<file path="src/rtl/cordic_pkg.sv">
// Shared CORDIC constants: arctangent table, mode encodings and the
// helper that rescales a table entry to the datapath's fraction width.
package cordic_pkg;

   localparam logic MODE_ROT = 1'b0;
   localparam logic MODE_VEC = 1'b1;

   // atan(2^-i) in Q2.30
   localparam logic [31:0] ATAN_TABLE [32] = '{
      32'h3243F6A8, 32'h1DAC6705, 32'h0FADBAFC, 32'h07F56EA6,
      32'h03FEAB76, 32'h01FFD55B, 32'h00FFFAAA, 32'h007FFF55,
      32'h003FFFEA, 32'h001FFFFD, 32'h000FFFFF, 32'h0007FFFF,
      32'h0003FFFF, 32'h0001FFFF, 32'h0000FFFF, 32'h00007FFF,
      32'h00003FFF, 32'h00001FFF, 32'h00000FFF, 32'h000007FF,
      32'h000003FF, 32'h000001FF, 32'h000000FF, 32'h0000007F,
      32'h0000003F, 32'h0000001F, 32'h0000000F, 32'h00000008,
      32'h00000004, 32'h00000002, 32'h00000001, 32'h00000000
   };

   function automatic logic [31:0] atan_scaled(input int idx, input int frac);
      logic [31:0] e;
      int          sh;
      e  = ATAN_TABLE[idx];
      sh = 30 - frac;
      if (sh <= 0) return e << (-sh);
      return (e + (32'd1 << (sh - 1))) >> sh;
   endfunction

endpackage

</file>
<file path="src/rtl/cordic_iter.sv">
// One registered CORDIC micro-rotation with fixed shift and angle constant;
// valid and mode travel alongside the data and everything holds when i_en=0.
module cordic_iter
   import cordic_pkg::*;
#(
   parameter int WIDTH = 16,
   parameter int SHIFT = 0,
   parameter int FRAC  = 14
) (
   input  logic             clk,
   input  logic             rst,
   input  logic             i_en,
   input  logic             i_valid,
   input  logic             i_mode,
   input  logic [WIDTH-1:0] i_x,
   input  logic [WIDTH-1:0] i_y,
   input  logic [WIDTH-1:0] i_z,
   output logic             o_valid,
   output logic             o_mode,
   output logic [WIDTH-1:0] o_x,
   output logic [WIDTH-1:0] o_y,
   output logic [WIDTH-1:0] o_z
);

   localparam logic [WIDTH-1:0] ANGLE = WIDTH'(atan_scaled(SHIFT, FRAC));

   logic             w_d_pos;
   logic             w_d_neg;
   logic [WIDTH-1:0] w_xs, w_ys;
   logic [WIDTH-1:0] w_xs_c, w_ys_c, w_a_c;
   logic [WIDTH-1:0] w_x_nxt, w_y_nxt, w_z_nxt;

   logic             r_valid, r_mode;
   logic [WIDTH-1:0] r_x, r_y, r_z;

   assign w_xs    = $signed(i_x) >>> SHIFT;
   assign w_ys    = $signed(i_y) >>> SHIFT;
   assign w_d_pos = (i_mode == MODE_VEC) ? i_y[WIDTH-1] : ~i_z[WIDTH-1];
   assign w_d_neg = ~w_d_pos;

   // d=+1: x-ys, y+xs, z-a. Each subtraction is an invert plus carry-in.
   assign w_ys_c  = w_ys  ^ {WIDTH{w_d_pos}};
   assign w_xs_c  = w_xs  ^ {WIDTH{w_d_neg}};
   assign w_a_c   = ANGLE ^ {WIDTH{w_d_pos}};
   assign w_x_nxt = i_x + w_ys_c + {{(WIDTH-1){1'b0}}, w_d_pos};
   assign w_y_nxt = i_y + w_xs_c + {{(WIDTH-1){1'b0}}, w_d_neg};
   assign w_z_nxt = i_z + w_a_c  + {{(WIDTH-1){1'b0}}, w_d_pos};

   always_ff @(posedge clk) begin
      if (rst) begin
         r_valid <= 1'b0;
         r_mode  <= 1'b0;
         r_x     <= '0;
         r_y     <= '0;
         r_z     <= '0;
      end else if (i_en) begin
         r_valid <= i_valid;
         r_mode  <= i_mode;
         r_x     <= w_x_nxt;
         r_y     <= w_y_nxt;
         r_z     <= w_z_nxt;
      end
   end

   assign o_valid = r_valid;
   assign o_mode  = r_mode;
   assign o_x     = r_x;
   assign o_y     = r_y;
   assign o_z     = r_z;

endmodule

</file>
<file path="src/rtl/cordic_engine.sv">
// Pipelined CORDIC (rotation/vectoring), one iteration per stage, with a
// single global advance enable so a stalled output freezes the whole pipe.
module cordic_engine
   import cordic_pkg::*;
#(
   parameter int WIDTH  = 16,
   parameter int STAGES = 16,
   parameter int FRAC   = 14
) (
   input  logic                    clk,
   input  logic                    rst,
   input  logic                    in_valid,
   output logic                    in_ready,
   input  logic                    mode,
   input  logic signed [WIDTH-1:0] x_in,
   input  logic signed [WIDTH-1:0] y_in,
   input  logic signed [WIDTH-1:0] z_in,
   output logic                    out_valid,
   input  logic                    out_ready,
   output logic signed [WIDTH-1:0] x_out,
   output logic signed [WIDTH-1:0] y_out,
   output logic signed [WIDTH-1:0] z_out,
   output logic                    mode_out
);

   logic                          w_en;
   logic [STAGES:0]               w_valid;
   logic [STAGES:0]               w_mode;
   logic [STAGES:0][WIDTH-1:0]    w_x, w_y, w_z;

   assign w_en       = ~out_valid | out_ready;
   assign in_ready   = w_en;

   assign w_valid[0] = in_valid;
   assign w_mode[0]  = mode;
   assign w_x[0]     = x_in;
   assign w_y[0]     = y_in;
   assign w_z[0]     = z_in;

   for (genvar g = 0; g < STAGES; g++) begin : g_stage
      cordic_iter #(
         .WIDTH (WIDTH),
         .SHIFT (g),
         .FRAC  (FRAC)
      ) u_iter (
         .clk     (clk),
         .rst     (rst),
         .i_en    (w_en),
         .i_valid (w_valid[g]),
         .i_mode  (w_mode[g]),
         .i_x     (w_x[g]),
         .i_y     (w_y[g]),
         .i_z     (w_z[g]),
         .o_valid (w_valid[g+1]),
         .o_mode  (w_mode[g+1]),
         .o_x     (w_x[g+1]),
         .o_y     (w_y[g+1]),
         .o_z     (w_z[g+1])
      );
   end

   assign out_valid = w_valid[STAGES];
   assign mode_out  = w_mode[STAGES];
   assign x_out     = w_x[STAGES];
   assign y_out     = w_y[STAGES];
   assign z_out     = w_z[STAGES];

endmodule

</file>
<file path="config.mk">
export PLATFORM = sky130hd
export DESIGN_NAME = cordic_engine
export DESIGN_NICKNAME = d
export VERILOG_FILES = /design/src/rtl/cordic_pkg.sv /design/src/rtl/cordic_iter.sv /design/src/rtl/cordic_engine.sv
export SDC_FILE = /design/constraint.sdc
export NUM_CORES = 2
export LEC_CHECK = 0
export CELL_PAD_IN_SITES_DETAIL_PLACEMENT = 0
export CELL_PAD_IN_SITES_GLOBAL_PLACEMENT = 1
export CORE_ASPECT_RATIO = 0.6
export CORE_UTILIZATION = 45
export CTS_BUF_LIST = sky130_fd_sc_hd__clkbuf_8
export DETAILED_ROUTE_END_ITERATION = 10
export PLACE_DENSITY = 0.79
export SLEW_MARGIN = 10
export SYNTH_ARGS = -nofsm -noshare
export SYNTH_HDL_FRONTEND = slang
export SYNTH_SLANG_ARGS = --single-unit
</file>
<file path="constraint.sdc">
create_clock -name clk -period 4.42 [get_ports clk]
set_clock_uncertainty 0.1 [all_clocks]
set_input_delay 0.884 -clock clk [delete_from_list [all_inputs] [get_ports clk]]
set_output_delay 0.884 -clock clk [all_outputs]
set_load 0.01 [all_outputs]
</file>
[Word level (Yosys, flattened, before mapping)]
Cells that the tools add are included.
Cells by class
  $add $sub $neg: 96
  mux-type cells: 16
  bitwise gates (word level): 71
Operators by type and width (number)
  $add A16 B1 Y16: 48
  $add A16 B16 Y16: 48
  $xor A16 B16 Y16: 32
  $not A1 Y1: 33
  $not A9 Y9: 2
  $mux W1: 16
  $not A10 Y10: 1
  $not A8 Y8: 1
  $not A5 Y5: 1
  $or A1 B1 Y1: 1
Storage, ports and cells
  logic and storage cells: 263
  register bits: 800
  output and inout bits: 51

[Depth between registers and ports, before layout]
  depth after elaboration: 6
  gate-level depth with buffers: 19

[Hierarchy]
A second synthesis with hierarchy kept.
Unflattened totals
  cells, all modules: 8013
  area, all modules: 65889.4 sq um
Modules (own cells, without submodules)
  cordic_iter at g_stage[3].u_iter: times used 1, cells each 560, sequential area each 1001.0 sq um, area an instance 4418.0 sq um
  cordic_iter at g_stage[7].u_iter: times used 1, cells each 540, sequential area each 1001.0 sq um, area an instance 4336.7 sq um
  cordic_iter at g_stage[0].u_iter: times used 1, cells each 532, sequential area each 980.9 sq um, area an instance 4325.4 sq um
  cordic_iter at g_stage[9].u_iter: times used 1, cells each 526, sequential area each 1001.0 sq um, area an instance 4249.1 sq um
  cordic_iter at g_stage[2].u_iter: times used 1, cells each 524, sequential area each 1001.0 sq um, area an instance 4231.6 sq um
  cordic_iter at g_stage[15].u_iter: times used 1, cells each 516, sequential area each 1001.0 sq um, area an instance 4225.3 sq um
  cordic_iter at g_stage[1].u_iter: times used 1, cells each 516, sequential area each 1001.0 sq um, area an instance 4194.0 sq um
  cordic_iter at g_stage[14].u_iter: times used 1, cells each 491, sequential area each 1001.0 sq um, area an instance 4106.4 sq um
  cordic_iter at g_stage[12].u_iter: times used 1, cells each 492, sequential area each 1001.0 sq um, area an instance 4081.4 sq um
  cordic_iter at g_stage[6].u_iter: times used 1, cells each 479, sequential area each 1001.0 sq um, area an instance 4051.4 sq um
  cordic_iter at g_stage[5].u_iter: times used 1, cells each 473, sequential area each 1001.0 sq um, area an instance 3998.8 sq um
  cordic_iter at g_stage[11].u_iter: times used 1, cells each 473, sequential area each 1001.0 sq um, area an instance 3980.1 sq um
  cordic_iter at g_stage[13].u_iter: times used 1, cells each 474, sequential area each 1001.0 sq um, area an instance 3980.1 sq um
  cordic_iter at g_stage[4].u_iter: times used 1, cells each 482, sequential area each 1001.0 sq um, area an instance 3936.3 sq um
  +3 rows

[Worst setup path after synthesis]
OpenSTA, ideal clock, no wires.
  path kind: input to register
  from: in mode
  to: reg g_stage[0].u_iter.r_z[14]
  library setup time: 138 ps
  setup slack: -291 ps
  data required time: 4182 ps
  arrival: 4473 ps
  stages: 18
  cell sequence: nand2b_1 > nand2_1 > inv_1 > clkbuf_1 > buf_2 > buf_1 > ha_1 > or2_2 > ha_1 > or3_1 > a41oi_1 > o21bai_1 > a311oi_1 > o311ai_0 > a211oi_1 > a21oi_1 > nand2_1 > o221ai_1
On the way
  cells in the longest elaborated chain, start to end: 4
RTL lines
  from (decl): RTL line cordic_engine.sv:14  | input logic mode,
  $mux W1 *: RTL line cordic_iter.sv:38  | assign w_d_pos = (i_mode == MODE_VEC) ? i_y[WIDTH-1] : ~i_z[WIDTH-1];
  $not A5 Y5 (no source line)
  $add A16 B16 Y16: RTL line cordic_iter.sv:47  | assign w_z_nxt = i_z + w_a_c + {{(WIDTH-1){1'b0}}, w_d_pos};
  $add A16 B1 Y16 *: RTL line cordic_iter.sv:47
  to (signal assigned): RTL line cordic_iter.sv:61  | r_z <= w_z_nxt;
  to (decl): RTL line cordic_iter.sv:34  | logic [WIDTH-1:0] r_x, r_y, r_z;
Mark *: on every way between the ends. The rest lies on a longest branch, timed or not.
A chain may end at the register's enable or synchronous reset.

[Worst setup path after layout]
  from: reg g_stage[14].u_iter.r_z[15]
  to: reg g_stage[15].u_iter.r_y[15]
On the way
  cells in the longest elaborated chain, start to end: 6
RTL lines
  from (decl): RTL line cordic_iter.sv:34
  from (signal assigned): RTL line cordic_iter.sv:61
  $not A1 Y1 *: RTL line cordic_iter.sv:38
  $mux W1 *: RTL line cordic_iter.sv:38
  $not A1 Y1 *: RTL line cordic_iter.sv:39  | assign w_d_neg = ~w_d_pos;
  $xor A16 B16 Y16: RTL line cordic_iter.sv:43  | assign w_xs_c = w_xs ^ {WIDTH{w_d_neg}};
  $add A16 B16 Y16: RTL line cordic_iter.sv:46  | assign w_y_nxt = i_y + w_xs_c + {{(WIDTH-1){1'b0}}, w_d_neg};
  $add A16 B1 Y16 *: RTL line cordic_iter.sv:46
  to (signal assigned): RTL line cordic_iter.sv:60  | r_y <= w_y_nxt;
  to (decl): RTL line cordic_iter.sv:34
Marks and branches as above.

==> impl_metrics.csv <==
group,metric,value,unit
synthesis,ys_seq_area_frac,0.266,
placed_design,gp_congestion,0.950,
finish,area_growth,10.1,%
worst_setup_path,slowest_delay,0.45,ns
worst_setup_path,crit_chain,"nor2b_1 -> or2_2 -> inv_2 -> xnor2_2 -> buf_4 -> ha_1 -> and2_1 -> nand3_1 -> a21oi_1 -> nor3_1 -> o31a_1 -> a21oi_1 -> a211oi_1 -> xor2_1 -> a21oi_1",
synthesis,synth.area.top_cells,"dfxtp_1, ha_1, xnor2_1",
synthesis,synth_area_per_cell,7.86,um^2
min_path,min_from,"rst",
clock_tree,htree_num_levels,4,
floorplan,die_area,135000,um^2
worst_setup_path,critical_path_class,"reg2reg",
worst_setup_path,worstPathArrival,4.69,ns
worst_setup_path,critPathMostFrequentCell,"a21oi_1",
synthesis,synth_top_area_frac,0.266,
route,dr_total_vias,54000,
worst_setup_path,rr_worst_depth,15,
clock_tree,cts_tree,"yes",
timing,max_freq,245,MHz
worst_setup_path,critPathMaxFanout,19,
worst_setup_path,cp_slowest_cell,"dfxtp_1",
floorplan,initial_utilization,0.455,
synthesis,synth_nets,8395,
run_status,status,"finished clean",
route,wl,182000,um
placed_design,portBuffers,103,
finish,finish.instance_area,66100,um^2
timing,fin_crit,4.08,ns
timing,setup_violations,0,
placed_design,dpl_cell_area,63200,um^2
finish,utilization,0.501,
synthesis,synth_cell_type_count,103,
floorplan,die_x,474,um
floorplan,num_io_pins,104,
grt,grt_remaining_overflow,0,
timing,drv_slew,0,
run,maxCapViolCount,0,
timing,grt_setup_unrepaired,"no",
synthesis,async_reset_ff_frac,0,
clock_tree,cts.sinks,799,
synthesis,ys_top_cells_by_count,"nand2_1, a21oi_1, dfxtp_1",
min_path,min_to,"g_stage[15].u_iter.o_valid$_SDFFE_PP0P_",
route,drtIter0Drc,3945,
grt,antenna_found_initial,5,
clock_tree,cts_max_path_buffers,3,
worst_setup_path,worstPathRequired,5.03,ns
synthesis,syn_inst,7643,
finish,instances_no_fill,9558,
min_path,holdCritPathClass,"in2reg",
synthesis,ys_seq_elements,799,
clock_tree,numCtsBuffers,136,
timing,hold_violations,0,
finish,fillers,13000,
route,wl_per_cell,19.0,um
route,first_pass_iters,6,
floorplan,die_h,285,um
synthesis,yosysMostFrequentCell,"nand2_1",
grt,grtUsageTotal,0.265,
grt,grt_max_degree,194,
grt,grt_first_pass_wirelength,286000,um
finish,drive_above_1_share,0.0555,
timing,final.period_utilization,0.923,
timing,finalWorstSetupSlack,0.341,ns
synthesis,synth-edff-count,0,
route,viasPerCell,5.65,
worst_setup_path,r2r_setup_slack,0.34,ns
worst_setup_path,end_kind,"flip-flop",
worst_setup_path,worstReg2RegEnd,"g_stage[15].u_iter.o_y[15]$_SDFFE_PP0P_",
synthesis,syn_area,60100,um^2
clock_tree,clkSlewWorstSetupHoldPaths,0.08,ns
route,drc_errors,0,
synthesis,synth_warnings,0,
placed_design,preCtsSetupSlack,-0.117,ns
floorplan,rows,103,
grt,grt_pass1_vias,49800,
timing,worstMarginPinSlew,1.03,ns
timing,relSlewSlack,0.315,
route,drtAntennaViolNets,0,
placed_design,dp_cells,9316,
clock_tree,clkLatencyLatePin,0.85,ns
placed_design,place_hpwl,136000,um
clock_tree,root_buffer,"clkbuf_8",
synthesis,synthFlopType,"dfxtp_1",
floorplan,core-area,132000,um^2
worst_setup_path,r2r_start,"g_stage[14].u_iter.o_z[15]$_SDFFE_PP0P_",
synthesis,yosysTopAreaCell,"dfxtp_1",
finish,num-nets-final,8421,
min_path,min_path_cells,2,
worst_setup_path,startpoint_type,"flip-flop",
[cells in the final DEF, fill, tap and decap left out, types with 32 or more instances in the layout]
master / n
clkdlybuf4s50_1: 102
or2_2: 35
o21ai_0: 442
and2_1: 32
clkbuf_8: 165
dfxtp_1: 799
nor2b_1: 65
a31oi_1: 80
a21oi_1: 838
nand3_1: 118
nand2b_1: 96
a21o_1: 175
xor2_1: 226
o21bai_1: 83
buf_4: 101
a211oi_1: 180
inv_1: 212
ha_1: 667
o31ai_1: 51
xnor2_1: 701
and3_1: 47
nor2_1: 444
or3_1: 80
nor3_1: 142
nand2_1: 1235
o211ai_1: 40
o21a_1: 50
fa_1: 32
[cell type report]
type | count | area (um^2) | area share
Antenna cell | 1 | 2.50 | 0.0000378
Inverter | 196 | 749 | 0.0113
Tap cell | 1785 | 2230 | 0.0338
Clock inverter | 76 | 619 | 0.00937
Sequential cell | 799 | 16000 | 0.242
Timing Repair Buffer | 222 | 2150 | 0.0326
Clock buffer | 165 | 2270 | 0.0343
Multi-Input combinational cell | 6314 | 42100 | 0.637
[worst max-delay path by stage]
stage / slack, ns / depth (start not counted) / to / start
after global placement: -0.20 / 16 / g_stage[0].u_iter.o_z[12]$_SDFFE_PP0P_ / mode
after floorplan: -0.005 / 18 / g_stage[0].u_iter.o_z[14]$_SDFFE_PP0P_ / mode
after global routing: 0.03 / 13 / g_stage[13].u_iter.o_z[14]$_SDFFE_PP0P_ / g_stage[12].u_iter.o_mode$_SDFFE_PP0P_
after CTS: 0.23 / 15 / g_stage[15].u_iter.o_y[15]$_SDFFE_PP0P_ / g_stage[14].u_iter.o_z[15]$_SDFFE_PP0P_
after detailed placement: -0.12 / 17 / g_stage[0].u_iter.o_y[14]$_SDFFE_PP0P_ / mode
final: 0.34 / 15 / g_stage[15].u_iter.o_y[15]$_SDFFE_PP0P_ / g_stage[14].u_iter.o_z[15]$_SDFFE_PP0P_
[metrics by stage]
stage	TNS, ns	hold WS (ns)
6_report	0	0.319
5_1_grt	0	0.331
4_1_cts	0	0.273
3_5_place_dp	-0.571	0.345
3_3_place_gp	-0.638	0.341
2_1_floorplan	-0.00515	0.326
[worst max-delay path, delay by kind of cell, from the launching register on]
kind	cells	cell delay, ns
simple gates	5	1.15
flops	1	0.45
compound gates	5	0.91
fa+ha+maj	1	0.30
xor+xnor	2	0.54
buf+inv	2	0.47
[kinds of logic after synthesis]
family,count (synthesis),share of synthesized area
simple gates,2408,0.177
compound gates,2257,0.234
xor+xnor,928,0.135
flops,799,0.266
fa+ha+maj,706,0.151
buf+inv,530,0.0339
mux,15,0.00252
[timing repair]
item | CTS | global route
hold buffers | 0 | 0
resized for setup | 0 | 3
setup buffers | 0 | 0
setup endpoints to repair | 0 | 3
[metal layers]
layer	track usage	wire, um	vias up
met1	0.423	97900	25200
met5	0.00764	161	-
met2	0.350	67800	1413
met4	0.0615	2940	6
met3	0.0556	13200	192
li1	-	-	27200
[state kept, by name, indices dropped and copies added, names as in the netlist]
name / count
g_stage.u_iter.o_mode: 16
g_stage.u_iter.o_valid: 16
g_stage.u_iter.o_x: 255
g_stage.u_iter.o_y: 256
g_stage.u_iter.o_z: 256
Power is left out: the tool's default activity adds up to more than one toggle a clock period on the data nets, which glitch-free logic cannot reach.
